### src/rtl/stream_pkg.sv
// Shared types and helpers for the stream width converters.
package stream_pkg;

  typedef enum logic [0:0] {
    StIdle,
    StSend
  } state_e;

  // Lane-index width; at least one bit so a degenerate ratio still elaborates.
  function automatic int unsigned ptr_width(input int unsigned ratio);
    return (ratio > 1) ? $clog2(ratio) : 1;
  endfunction

endpackage

### src/rtl/stream_lane_select.sv
// Lowest-set-bit priority encoder over a lane keep mask; also flags whether the
// selected lane is the highest kept one.
module stream_lane_select
  import stream_pkg::*;
#(
  parameter int unsigned Ratio = 2,
  parameter int unsigned PtrW  = ptr_width(Ratio)
) (
  input  logic [Ratio-1:0] keep_i,
  output logic [PtrW-1:0]  ptr_o,
  output logic             any_o,
  output logic             last_lane_o
);

  logic found;

  always_comb begin
    ptr_o       = '0;
    last_lane_o = 1'b1;
    found       = 1'b0;
    for (int i = 0; i < Ratio; i++) begin
      if (keep_i[i]) begin
        if (!found) begin
          ptr_o = PtrW'(i);
          found = 1'b1;
        end else begin
          last_lane_o = 1'b0;
        end
      end
    end
    any_o = found;
  end

endmodule

### src/rtl/stream_downsize.sv
// Wide-to-narrow stream converter: emits the kept lanes of each wide beat in
// ascending order, one narrow word per cycle, preserving packet boundaries.
module stream_downsize
  import stream_pkg::*;
#(
  parameter int unsigned T_DATA_WIDTH = 4,
  parameter int unsigned T_DATA_RATIO = 2
) (
  input  logic                                       clk,
  input  logic                                       rst_n,
  input  logic [T_DATA_RATIO-1:0][T_DATA_WIDTH-1:0]  s_data_i,
  input  logic [T_DATA_RATIO-1:0]                    s_keep_i,
  input  logic                                       s_last_i,
  input  logic                                       s_valid_i,
  output logic                                       s_ready_o,
  output logic [T_DATA_WIDTH-1:0]                    m_data_o,
  output logic                                       m_last_o,
  output logic                                       m_valid_o,
  input  logic                                       m_ready_i
);

  localparam int unsigned PtrW = ptr_width(T_DATA_RATIO);

  state_e                                    state_q;
  logic [T_DATA_RATIO-1:0][T_DATA_WIDTH-1:0] buf_q;
  logic [T_DATA_RATIO-1:0]                   keep_q;
  logic                                      last_q;

  logic [PtrW-1:0] lane_ptr;
  logic            lane_any;
  logic            lane_last;
  logic            pop;

  stream_lane_select #(
    .Ratio(T_DATA_RATIO),
    .PtrW (PtrW)
  ) u_lane_select (
    .keep_i     (keep_q),
    .ptr_o      (lane_ptr),
    .any_o      (lane_any),
    .last_lane_o(lane_last)
  );

  always_comb begin
    m_valid_o = (state_q == StSend) && lane_any;
    m_data_o  = m_valid_o ? buf_q[lane_ptr] : '0;
    m_last_o  = m_valid_o && last_q && lane_last;
    pop       = m_valid_o && m_ready_i;
    // Popping the final lane frees the buffer in the same cycle.
    s_ready_o = rst_n && ((state_q == StIdle) || (pop && lane_last));
  end

  always_ff @(posedge clk) begin
    if (!rst_n) begin
      state_q <= StIdle;
      buf_q   <= '0;
      keep_q  <= '0;
      last_q  <= 1'b0;
    end else if (s_valid_i && s_ready_o) begin
      // A zero-keep beat is consumed and dropped, last flag included.
      buf_q   <= s_data_i;
      keep_q  <= s_keep_i;
      last_q  <= s_last_i;
      state_q <= (|s_keep_i) ? StSend : StIdle;
    end else if (pop) begin
      keep_q[lane_ptr] <= 1'b0;
      if (lane_last) begin
        state_q <= StIdle;
      end
    end
  end

endmodule

### config.mk
export PLATFORM = sky130hd
export DESIGN_NAME = stream_downsize
export DESIGN_NICKNAME = d
export VERILOG_FILES = /design/src/rtl/stream_pkg.sv /design/src/rtl/stream_lane_select.sv /design/src/rtl/stream_downsize.sv
export SDC_FILE = /design/constraint.sdc
export NUM_CORES = 1
export LEC_CHECK = 0
export CAP_MARGIN = 20
export CELL_PAD_IN_SITES_DETAIL_PLACEMENT = 1
export CELL_PAD_IN_SITES_GLOBAL_PLACEMENT = 1
export CORE_MARGIN = 3
export CORE_UTILIZATION = 32
export CTS_CLUSTER_DIAMETER = 80
export DETAILED_ROUTE_END_ITERATION = 8
export PLACE_DENSITY_LB_ADDON = 0.1
export SLEW_MARGIN = 20
export SYNTH_ARGS = -nofsm -noshare
export SYNTH_HDL_FRONTEND = slang
export SYNTH_HIERARCHICAL = 1
export SYNTH_SLANG_ARGS = --single-unit
### constraint.sdc
create_clock -name clk -period 2.95 [get_ports clk]
set_clock_uncertainty 0.1 [all_clocks]
set_input_delay 0.295 -clock clk [delete_from_list [all_inputs] [get_ports clk]]
set_output_delay 0.295 -clock clk [all_outputs]
set_load 0.02 [all_outputs]
; Word-level counts from Yosys, hierarchy flattened
; Index checks and enable logic that the tools add are counted.
; Widths: inputs -> output; s select.
[word_totals]
out_inout_bits = 7
in_bits = 15
word_cells = 39
ff_bits = 12
[classes]
order_cmp = 2
reduce_logical = 13
muxes = 16
bitwise_logic = 3
[op_table]
columns = op, n
row1 = $mux 4, 3
row2 = $mux 1, 10
row3 = $logic_and 1x1->1, 8
row4 = $mux 2, 2
row5 = $reduce_bool 2->1, 2
row6 = $and 2x2->2, 1
row7 = $lt 1x2->1 const B, 1
row8 = $not 2->2, 1
row9 = $reduce_and 2->1, 1
row10 = $reduce_or 2->1, 1
row11 = $demux 1 s1, 1
row12 = $ge 1x1->1 const B, 1
row13 = $logic_or 1x1->1, 1
row14 = $not 1->1, 1

; Longest topological paths before layout
; Gate-level depths: netlist (run 1).
[logic_depth]
word_depth = 11
mapped_depth = 5
ltp_nobuf = 4

; Hierarchy
; Netlist (run 1), hierarchy kept.
[modules_own_cells]
columns = module, cells_each, seq_area_each_um2, area_each_um2, n_inst
row1 = stream_downsize, 67, 240.2, 575.6, 1
row2 = stream_lane_select, 3, 0.0, 18.8, 1

; Worst setup path after synthesis (run 1)
; Ideal clock, no wire load.
[synth_timing]
path_type = register to output
startpoint = register keep_q[0]
endpoint = output m_data_o[0]
required_ps = 2555
arrival_ps = 1090
path_slack_ps = 1465
n_path_buf = 1
path_stages_with_launch = 5
path_cell_list = dfxtp_1 -> and2b_2 -> buf_2 -> mux2i_1 -> nor2_1
[synth_via]
elab_chain_cells = 6
elab_cells_between_ends = 8
classes_between = mux (7) / reduce/logical (1)
[synth_rtl]
columns = element, line
row1 = start: declaration, stream_downsize.sv:26  ; logic [T_DATA_RATIO-1:0] keep_q;
row2 = start signal: assignment, stream_downsize.sv:62  ; keep_q <= s_keep_i;
row3 = $mux 1, stream_lane_select.sv:22  ; if (keep_i[i]) begin
row4 = $mux 1, stream_lane_select.sv:23  ; if (!found) begin
row5 = $mux 1, stream_lane_select.sv:22
row6 = via lane_ptr, stream_downsize.sv:29  ; logic [PtrW-1:0] lane_ptr;
row7 = $mux 4 (not written as such) (2 in a row), stream_downsize.sv:46  ; m_data_o = m_valid_o ? buf_q[lane_ptr] : '0;
row8 = $mux 4, stream_downsize.sv:46
row9 = end: declaration, stream_downsize.sv:16  ; output logic [T_DATA_WIDTH-1:0] m_data_o,
; The timed path passes the listed nets, and every way through them passes these cells. The select of a mux whose other input is x is not followed.

; Worst setup path in the final report (run 1)
[layout_timing]
startpoint = register keep_q[1]
endpoint = output m_last_o
[layout_via]
elab_chain_cells = 4
elab_cells_between_ends = 5
classes_between = mux (2) / reduce/logical (3)
[layout_rtl]
columns = element, line
row1 = $mux 1, stream_lane_select.sv:22
row2 = via lane_any, stream_downsize.sv:30  ; logic lane_any;
row3 = $logic_and 1x1->1, stream_downsize.sv:45  ; m_valid_o = (state_q == StSend) && lane_any;
row4 = $logic_and 1x1->1 (2 in a row), stream_downsize.sv:47  ; m_last_o = m_valid_o && last_q && lane_last;
row5 = end: declaration, stream_downsize.sv:17  ; output logic m_last_o,
; The timed path passes the listed nets, and every way through them passes these cells.

==> results of run 1 <==
## where the power goes
part	internal, mW	switching (mW)	leakage [nW]
Clock	0.0471	0.0496	0.0138
Combinational	0.0414	0.0305	0.299
Sequential	0.176	0.00811	0.0992
## final cells by class
type | instances | area share
well taps | 24 | 0.0356
flip-flops and latches | 12 | 0.284
clock buffers | 3 | 0.0267
repair buffers | 22 | 0.258
inverters | 11 | 0.0489
multi-input cells | 44 | 0.347
## state kept, by name, summed over array words and instances (netlist names)
name,cells
buf_q,8
last_q,1
state_q,1
keep_q,2
## critical path: cells and delay by family, from the launching register on
kind	cells	cell delay [ns]
buffers and inverters	2	0.61
flip-flops	1	0.33
AND/OR/NAND/NOR	3	0.64
## metal layers
metal	GRT usage	part of all wire	vias up
met5	0	0	-
met4	0.0284	0	0
met3	0.0673	0.072	0
met2	0.214	0.51	15
met1	0.138	0.41	237
li1	-	-	268
## path summary, 6_finish.rpt
kind | start | endpoint | slack [ns]
hold / removal | buf_q[5] | buf_q[5] | 0.36
setup / recovery | keep_q[1] | m_last_o | 0.73
hold reg to reg | buf_q[5] | buf_q[5] | 0.36
setup reg to reg | keep_q[1] | buf_q[0] | 1.36
## cell usage in the layout (no fill, tap or decap)
master / n
and2b_2: 1
inv_1: 11
o21ai_0: 1
dfxtp_1: 12
nand2_1: 13
buf_4: 1
and3_1: 2
o211ai_1: 1
and2_1: 1
clkbuf_4: 3
mux2i_1: 14
clkdlybuf4s50_1: 21
a21o_1: 1
a21boi_0: 1
nand3_1: 2
or2_1: 1
mux2_2: 1
nor2_1: 4
nand4_1: 1
## metrics by stage
step | setup slack, ns | cells | util
after floorplan | 1.46 | 70 | -
after global routing | 0.587 | 116 | 0.518
after CTS | 0.681 | 116 | 0.518
after global placement | 0.715 | 113 | 0.505
final | 0.725 | 116 | 0.518
after detailed placement | 0.717 | 113 | 0.505
## cells by family after synthesis
family	count (synthesis)
AND/OR/NAND/NOR	25
multiplexers	15
buffers and inverters	14
flip-flops	12
AO/OA/AOI/OAI	4
==> reports/summary.txt, run 1 <==
outcome -> finished, final reports clean
Slew @ Worst Pin -> 0.431 ns
Setup crit end kind -> primary output
main combinational cell family by area after synthesis -> multiplexers
area share of and/or/nand/nor cells after synthesis -> 0.192
Sum Neg Setup Slack -> 0 ns
Overflow after GRT -> 0
total track usage -> 0.127
Max Transition Viols Final -> 0
Async SR Flop Fraction -> 0
WHS Path Cells -> 2
area fraction in compound gates after synthesis -> 0.0463
Mapped Cells -> 70
first-pass GRT wire length -> 2390 um
CTS tree -> done
CP Cell Sequence -> or2_1 > nand2_1 > inv_1 > and3_1 > clkdlybuf4s50_1
Clock Tree Root -> clkbuf_4
largest fanout on the critical path -> 5
setup bufs post-CTS -> 0
Top FF cell, synth -> dfxtp_1
DIE WIDTH -> 49.1 um
max incr delay on CP -> 0.53 ns
Cell Rows -> 14
Req. time, crit path -> 2.56 ns
Power, Total -> 352 uW
multi-input logic area -> 293 um2
MaxCap Viol Count -> 0
Post-Synth XOR/XNOR Area -> 0
1st-pass router iterations -> 2
ratio of cells with drive above 1 in the final layout -> 0.0652
RSZ-0062 raised after global routing -> false
minimum clock period -> 2.22 ns
H-tree levels -> 1
initial core utilization -> 0.365
Seq/Total Area, Yosys -> 0.404
Starting DRT DRC Count -> 1
Avg WL per Cell -> 10.9 um
Hold WS -> 0.358 ns
FF/Latch Area -> 240 um2
Max Clock Freq -> 0.450 GHz
Layout area overhead -> 42.1%
number of antenna violations at the first check in global routing -> 0
Max IR drop VDD -> 0.232 mV
n_diodes -> 0
clk_lat worst skew -> 0.27 ns
Die Y -> 49.1 um
Layout Nets -> 109
max_slew headroom -> 0.712
final instance area -> 845 um2
Synth Cell Area -> 594 um2
Area after DPL -> 822 um2
Post-synth EDFFs -> 0
clock-pin transition on the worst setup and hold timing paths -> 0.07 ns
Avg Cell Area, Syn -> 8.49 um2
Syn Nets -> 85
Yosys top cell area share -> 0.404
nature of the critical path startpoint -> flip-flop
Post-CTS Resized -> 0
Fin. Hold Viols -> 0
core area -> 1630 um2
# DRC -> 0
R2R depth -> 5
multiplexer share of the synthesized area -> 0.255
full die area -> 2410 um2
CP max stage cell -> clkdlybuf4s50_1
Synth top cells by count -> mux2i_1 (14), nand2_1 (13), dfxtp_1 (12)
num ports -> 22
Max Buffers Root-to-Sink -> 2
Fillers -> 203
CTS Buf Count -> 3
leakage -> 0.412 nW
antenna viol nets, final -> 0
Synth warnings -> 6
arrival time worst endpoint -> 1.83 ns
RePlAce Congestion -> 0.705
vias in the first global route -> 561
leading area contributor after synthesis -> dfxtp_1
TritonCTS Sinks -> 12
PortBufs -> 21
Vias/cell -> 4.48
PD cells -> 417 nW/um2
fin crit share -> 0.754
Final HPWL DP -> 1030 um
DR vias -> 520
Hold WC Path Type -> reg2reg
wirelength, routed -> 1260 um
Worst Setup Path Type -> reg2out
synth unique cells -> 19
hold buffers post-CTS -> 0
Adder-Cell Fraction of Synth Area -> 0
setup violators final -> 0
largest net degree at the start of global routing -> 15
synthesized flop and latch total -> 12
cell with the most instances after synthesis -> mux2i_1
cells taking the most area after synthesis -> dfxtp_1 (40%), mux2i_1 (24%), nand2_1 (8.2%)
No activity file was read; power rests on OpenSTA's default activity.
==> run 2, diff against run 1 <==
--- a/config.mk
+++ b/config.mk
@@ -9,7 +9,7 @@
 export CELL_PAD_IN_SITES_DETAIL_PLACEMENT = 1
 export CELL_PAD_IN_SITES_GLOBAL_PLACEMENT = 1
 export CORE_MARGIN = 3
-export CORE_UTILIZATION = 32
+export CORE_UTILIZATION = 30
 export CTS_CLUSTER_DIAMETER = 80
 export DETAILED_ROUTE_END_ITERATION = 8
 export PLACE_DENSITY_LB_ADDON = 0.1
==> constraint.sdc (replaced) <==
create_clock -name clk -period 2.06 [get_ports clk]
set_clock_uncertainty 0.1 [all_clocks]
set_input_delay 0.206 -clock clk [delete_from_list [all_inputs] [get_ports clk]]
set_output_delay 0.206 -clock clk [all_outputs]
set_load 0.02 [all_outputs]
==> reports/summary.txt, run 2 (same netlist as run 1, synthesis figures left out) <==
Largest Register -> buf_q
PD cells -> 640 nW/um2
core area -> 1800 um2
Max Buffers Root-to-Sink -> 2
Layout Nets -> 111
Worst Setup Path Type -> reg2out
CP Launch Point -> keep_q[0]
Clock Tree Root -> clkbuf_4
initial core utilization -> 0.330
commonest non-fill, non-tap cell in the layout -> clkdlybuf4s50_1
arrival time worst endpoint -> 1.64 ns
Setup crit end kind -> primary output
total track usage -> 0.125
Max Clock Freq -> 0.514 GHz
max reg flops -> 8
MaxCap Viol Count -> 0
outcome -> finished, final reports clean
setup bufs post-CTS -> 0
Hold WS -> 0.362 ns
1st-pass router iterations -> 2
largest fanout on the critical path -> 5
CTS tree -> done
Max Transition Viols Final -> 0
Die Y -> 50.5 um
Cell Rows -> 15
clk_lat worst skew -> 0.27 ns
Req. time, crit path -> 1.75 ns
CTS Buf Count -> 3
minimum clock period -> 1.95 ns
PortBufs -> 21
Post-CTS Resized -> 7
Avg WL per Cell -> 11.4 um
Vias/cell -> 4.42
RSZ-0062 raised after global routing -> false
max_slew headroom -> 0.847
Hold EP -> buf_q[5]
nature of the critical path startpoint -> flip-flop
R2R depth -> 5
hold buffers post-CTS -> 0
first-pass GRT wire length -> 2300 um
H-tree levels -> 1
FF/Latch Area -> 240 um2
num ports -> 22
most frequent cells in the layout -> clkdlybuf4s50_1 (15), mux2i_1 (14), nand2_1 (12), dfxtp_1 (12), inv_1 (11)
leakage -> 0.455 nW
Hold WC Path Type -> reg2reg
setup violators final -> 0
full die area -> 2550 um2
reg-to-reg setup timing slack -> 0.49 ns
Largest regs -> buf_q x8, keep_q x2
fin crit share -> 0.944
number of antenna violations at the first check in global routing -> 0
DR vias -> 530
wirelength, routed -> 1370 um
RePlAce Congestion -> 0.739
TritonCTS Sinks -> 12
Fin. Hold Viols -> 0
antenna viol nets, final -> 0
multi-input logic area -> 295 um2
Final HPWL DP -> 1070 um
worst reg2reg path startpoint -> keep_q[1]
Slew @ Worst Pin -> 0.229 ns
# DRC -> 0
ratio of cells with drive above 1 in the final layout -> 0.105
clock-pin transition on the worst setup and hold timing paths -> 0.08 ns
Layout area overhead -> 46.3%
Hold Startpoint -> buf_q[5]
n_diodes -> 0
WHS Path Cells -> 2
Starting DRT DRC Count -> 2
DIE WIDTH -> 50.5 um
largest net degree at the start of global routing -> 8
vias in the first global route -> 553
Sum Neg Setup Slack -> 0 ns
Fillers -> 235
reg-to-reg endpoint -> last_q
Max IR drop VDD -> 0.379 mV
Overflow after GRT -> 0
run 2: cell count changes in the layout (fill, tap and decap cells not counted), sizes merged:
cell	previous run	this run
clkdlybuf4s50	21	15
dlygate4sd2	0	6
buf	1	3
clkbuf	3	4
run 2: where the power goes:
group          switching, mW  total [mW]  internal [mW]  leakage [nW]
Combinational         0.0465       0.106         0.0597         0.335
Sequential            0.0115       0.263          0.251        0.0992
Clock                 0.0796       0.187          0.108        0.0210
Total                  0.138       0.556          0.419         0.455
run 2: worst max-delay path by stage:
stage	endpoint	slack, ns	cells after the start
after CTS	m_valid_o	0.1	4
final	m_valid_o	0.11	4
after floorplan	m_data_o[0]	0.66	4
after global placement	s_ready_o	0.13	5
after global routing	m_valid_o	0.01	4
after detailed placement	s_ready_o	0.13	5
run 2: metrics by stage:
step	total power [mW]	worst slack [ns]	cells	instance area (um2)	util
CTS	0.570	0.0979	120	870	0.483
global route	0.596	0.0138	120	870	0.483
finish	0.556	0.115	120	870	0.483
global placement	0.374	0.134	116	838	0.465
detailed placement	0.377	0.128	116	838	0.465
floorplan	0.327	0.664	70	594	-
run 2: metal layers:
layer | global-route usage | wire length [um]
met1 | 0.149 | 601
met3 | 0.0356 | 59
met5 | 0 | 0
met2 | 0.202 | 686
met4 | 0.0673 | 21
run 2: cell type report:
class | count | area share
Clock buffer | 4 | 0.0417
Inverter | 11 | 0.0475
Multi-Input combinational cell | 44 | 0.340
Sequential cell | 12 | 0.276
Tap cell | 25 | 0.0360
Timing Repair Buffer | 24 | 0.259
run 2: worst max-delay path: stages, from the launching register on:
cell	delay, ns
dfxtp_1	0.37
or2_1	0.19
nand2_2	0.12
inv_1	0.08
clkdlybuf4s50_1	0.59
==> run 3, diff against run 2 <==
--- a/config.mk
+++ b/config.mk
@@ -9,12 +9,12 @@
 export CELL_PAD_IN_SITES_DETAIL_PLACEMENT = 1
 export CELL_PAD_IN_SITES_GLOBAL_PLACEMENT = 1
 export CORE_MARGIN = 3
-export CORE_UTILIZATION = 30
+export CORE_UTILIZATION = 32
 export CTS_CLUSTER_DIAMETER = 80
 export DETAILED_ROUTE_END_ITERATION = 8
+export HOLD_SLACK_MARGIN = 0.15
 export PLACE_DENSITY_LB_ADDON = 0.1
 export SLEW_MARGIN = 20
 export SYNTH_ARGS = -nofsm -noshare
 export SYNTH_HDL_FRONTEND = slang
-export SYNTH_HIERARCHICAL = 1
 export SYNTH_SLANG_ARGS = --single-unit
==> reports/summary.txt, run 3 <==
Async SR Flop Fraction -> 0
largest fanout on the critical path -> 8
Final HPWL DP -> 1260 um
Net Sw Frac -> 0.268
main combinational cell family by area after synthesis -> simple AND/OR/NAND/NOR gates
Hold WC Path Type -> reg2reg
Avg WL per Cell -> 13.1 um
reg-to-reg setup timing slack -> 0.68 ns
Power, Total -> 539 uW
Max IR drop VDD -> 0.310 mV
Vias/cell -> 4.85
max_slew headroom -> 0.783
Largest Register -> buf_q
# DRC -> 0
TritonCTS Sinks -> 12
Post-Synth XOR/XNOR Area -> 0.0239
Fin. Hold Viols -> 0
full die area -> 2720 um2
PD cells -> 564 nW/um2
total track usage -> 0.144
Top FF cell, synth -> dfxtp_1
Yosys top cell area share -> 0.352
reg-to-reg endpoint -> buf_q[4]
Max Buffers Root-to-Sink -> 2
nature of the critical path startpoint -> flip-flop
Sum Neg Setup Slack -> 0 ns
CTS Buf Count -> 3
Hold Startpoint -> buf_q[3]
Syn Nets -> 96
number of antenna violations at the first check in global routing -> 0
core area -> 1980 um2
CTS tree -> done
Worst Setup Path Type -> reg2out
Synth Cell Area -> 682 um2
clk_lat worst skew -> 0.26 ns
synthesized flop and latch total -> 12
clock-pin transition on the worst setup and hold timing paths -> 0.07 ns
Switch Pwr -> 144 uW
Layout Nets -> 120
Routed met1 length -> 799 um
arrival time worst endpoint -> 1.59 ns
met3 WL -> 84 um
H-tree levels -> 1
area fraction in compound gates after synthesis -> 0.174
Setup crit end kind -> primary output
num ports -> 22
Max Clock Freq -> 0.526 GHz
multiplexer share of the synthesized area -> 0.147
n_diodes -> 0
outcome -> finished, final reports clean
wirelength, routed -> 1700 um
Max Transition Viols Final -> 0
Layout area overhead -> 40.2%
RSZ-0062 raised after global routing -> false
WHS Path Cells -> 2
Starting DRT DRC Count -> 5
Slew @ Worst Pin -> 0.324 ns
worst reg2reg path startpoint -> keep_q[1]
Post-synth EDFFs -> 0
combinational share of power -> 0.242
Synth warnings -> 0
ratio of cells with drive above 1 in the final layout -> 0.136
cell with the most instances after synthesis -> nand2_1
Sequential Power Share -> 0.506
R2R depth -> 5
Seq/Total Area, Yosys -> 0.352
Overflow after GRT -> 0
leading area contributor after synthesis -> dfxtp_1
Adder-Cell Fraction of Synth Area -> 0
cells taking the most area after synthesis -> dfxtp_1 (35%), mux2i_1 (15%), nand2_1 (12%)
Synth top cells by count -> nand2_1 (21), dfxtp_1 (12), mux2i_1 (10)
Largest regs -> buf_q x8, keep_q x2
hold buffers post-CTS -> 0
leakage -> 0.428 nW
Req. time, crit path -> 1.75 ns
Clock Power Share -> 0.253
MaxCap Viol Count -> 0
1st-pass router iterations -> 4
max reg flops -> 8
DIE WIDTH -> 52.2 um
RePlAce Congestion -> 0.676
Avg Cell Area, Syn -> 8.42 um2
Cell Rows -> 16
Routed met2 length -> 802 um
Mapped Cells -> 81
minimum clock period -> 1.90 ns
most frequent cells in the layout -> nand2_1 (21), clkdlybuf4s50_1 (15), mux2i_1 (10), dfxtp_1 (9)
Int Power -> 394 uW
area share of and/or/nand/nor cells after synthesis -> 0.226
setup violators final -> 0
fin crit share -> 0.922
synth unique cells -> 24
vias in the first global route -> 634
first-pass GRT wire length -> 2830 um
antenna viol nets, final -> 0
commonest non-fill, non-tap cell in the layout -> nand2_1
highest metal used -> met4
PortBufs -> 21
Hold EP -> buf_q[3]
initial core utilization -> 0.344
largest net degree at the start of global routing -> 22
Die Y -> 52.2 um
DR vias -> 631
Clock Tree Root -> clkbuf_4
run 3: changes by cell type after synthesis, moves of 2 or more:
| cell | change |
|---|---|
| o21a_1 | +2 |
| a22oi_1 | +4 |
| nand3_1 | -2 |
| nor2_1 | -3 |
| mux2i_1 | -4 |
| nor2b_1 | +6 |
| nand2_1 | +8 |
| inv_1 | -9 |
| buf_2 | +2 |
| a21boi_0 | +2 |
| and3_1 | -2 |
run 3: what timing repair did:
item	in CTS	in global routing
setup buffers	0	0
hold endpoints to repair	0	0
pin swaps	0	0
gates resized for setup	6	6
gates cloned	0	0
setup endpoints to repair	5	4
run 3: how the worst max path moves through the flow:
stage	endpoint	cells after the start	from
final	m_valid_o	3	keep_q[0]
after global routing	s_ready_o	5	keep_q[1]
after CTS	m_data_o[0]	4	keep_q[1]
after detailed placement	s_ready_o	5	m_ready_i
after global placement	s_ready_o	5	m_ready_i
after floorplan	m_data_o[2]	4	keep_q[0]
run 3: layout make-up:
type                            count  area [um2]
Clock buffer                        3        22.5
Multi-Input combinational cell     60         397
Tap cell                           27        33.8
Timing Repair Buffer               26         251
Inverter                            2        7.51
Fill cell                         241        1030
Sequential cell                    12         244
run 3: worst max-delay path, cell delays in order, from the launching register on:
cell and delay (ns):
dfxtp_2 0.44, buf_4 0.16, o21a_1 0.13, clkdlybuf4s50_1 0.60
run 3: per-layer routing:
metal  vias to the layer above  GRT usage
li1                        321          -
met1                       295      0.178
met2                        13      0.234
met3                         2     0.0344
met4                         0     0.0638
met5                         -          0
run 3: metrics by stage:
stage               hold WS [ns]  cells  cell area, um2  worst slack (ns)   util
finish                     0.361    130             956             0.160  0.482
global route               0.388    130             956            0.0548  0.482
detailed placement         0.356    127             918            0.0484  0.463
floorplan                  0.248     81             682             0.662      -
CTS                        0.367    130             946            0.0135  0.477
global placement           0.344    127             918             0.129  0.463
run 3: logic make-up (layout without fill, tap and decap cells):
| family | count (synthesis) | count (layout) |
|---|---|---|
| flops | 12 | 12 |
| buf+inv | 9 | 31 |
| mux | 10 | 10 |
| xor+xnor | 1 | 1 |
| simple gates | 33 | 33 |
| compound gates | 16 | 16 |
run 3: power groups by stage:
| stage | combinational [mW] | sequential, mW | clock, mW |
|---|---|---|---|
| after floorplan | 0.0882 | 0.264 | 0 |
| after global placement | 0.128 | 0.275 | 0 |
| after detailed placement | 0.132 | 0.276 | 0 |
| after CTS | 0.133 | 0.272 | 0.147 |
| after global routing | 0.144 | 0.276 | 0.162 |
| final | 0.130 | 0.272 | 0.136 |
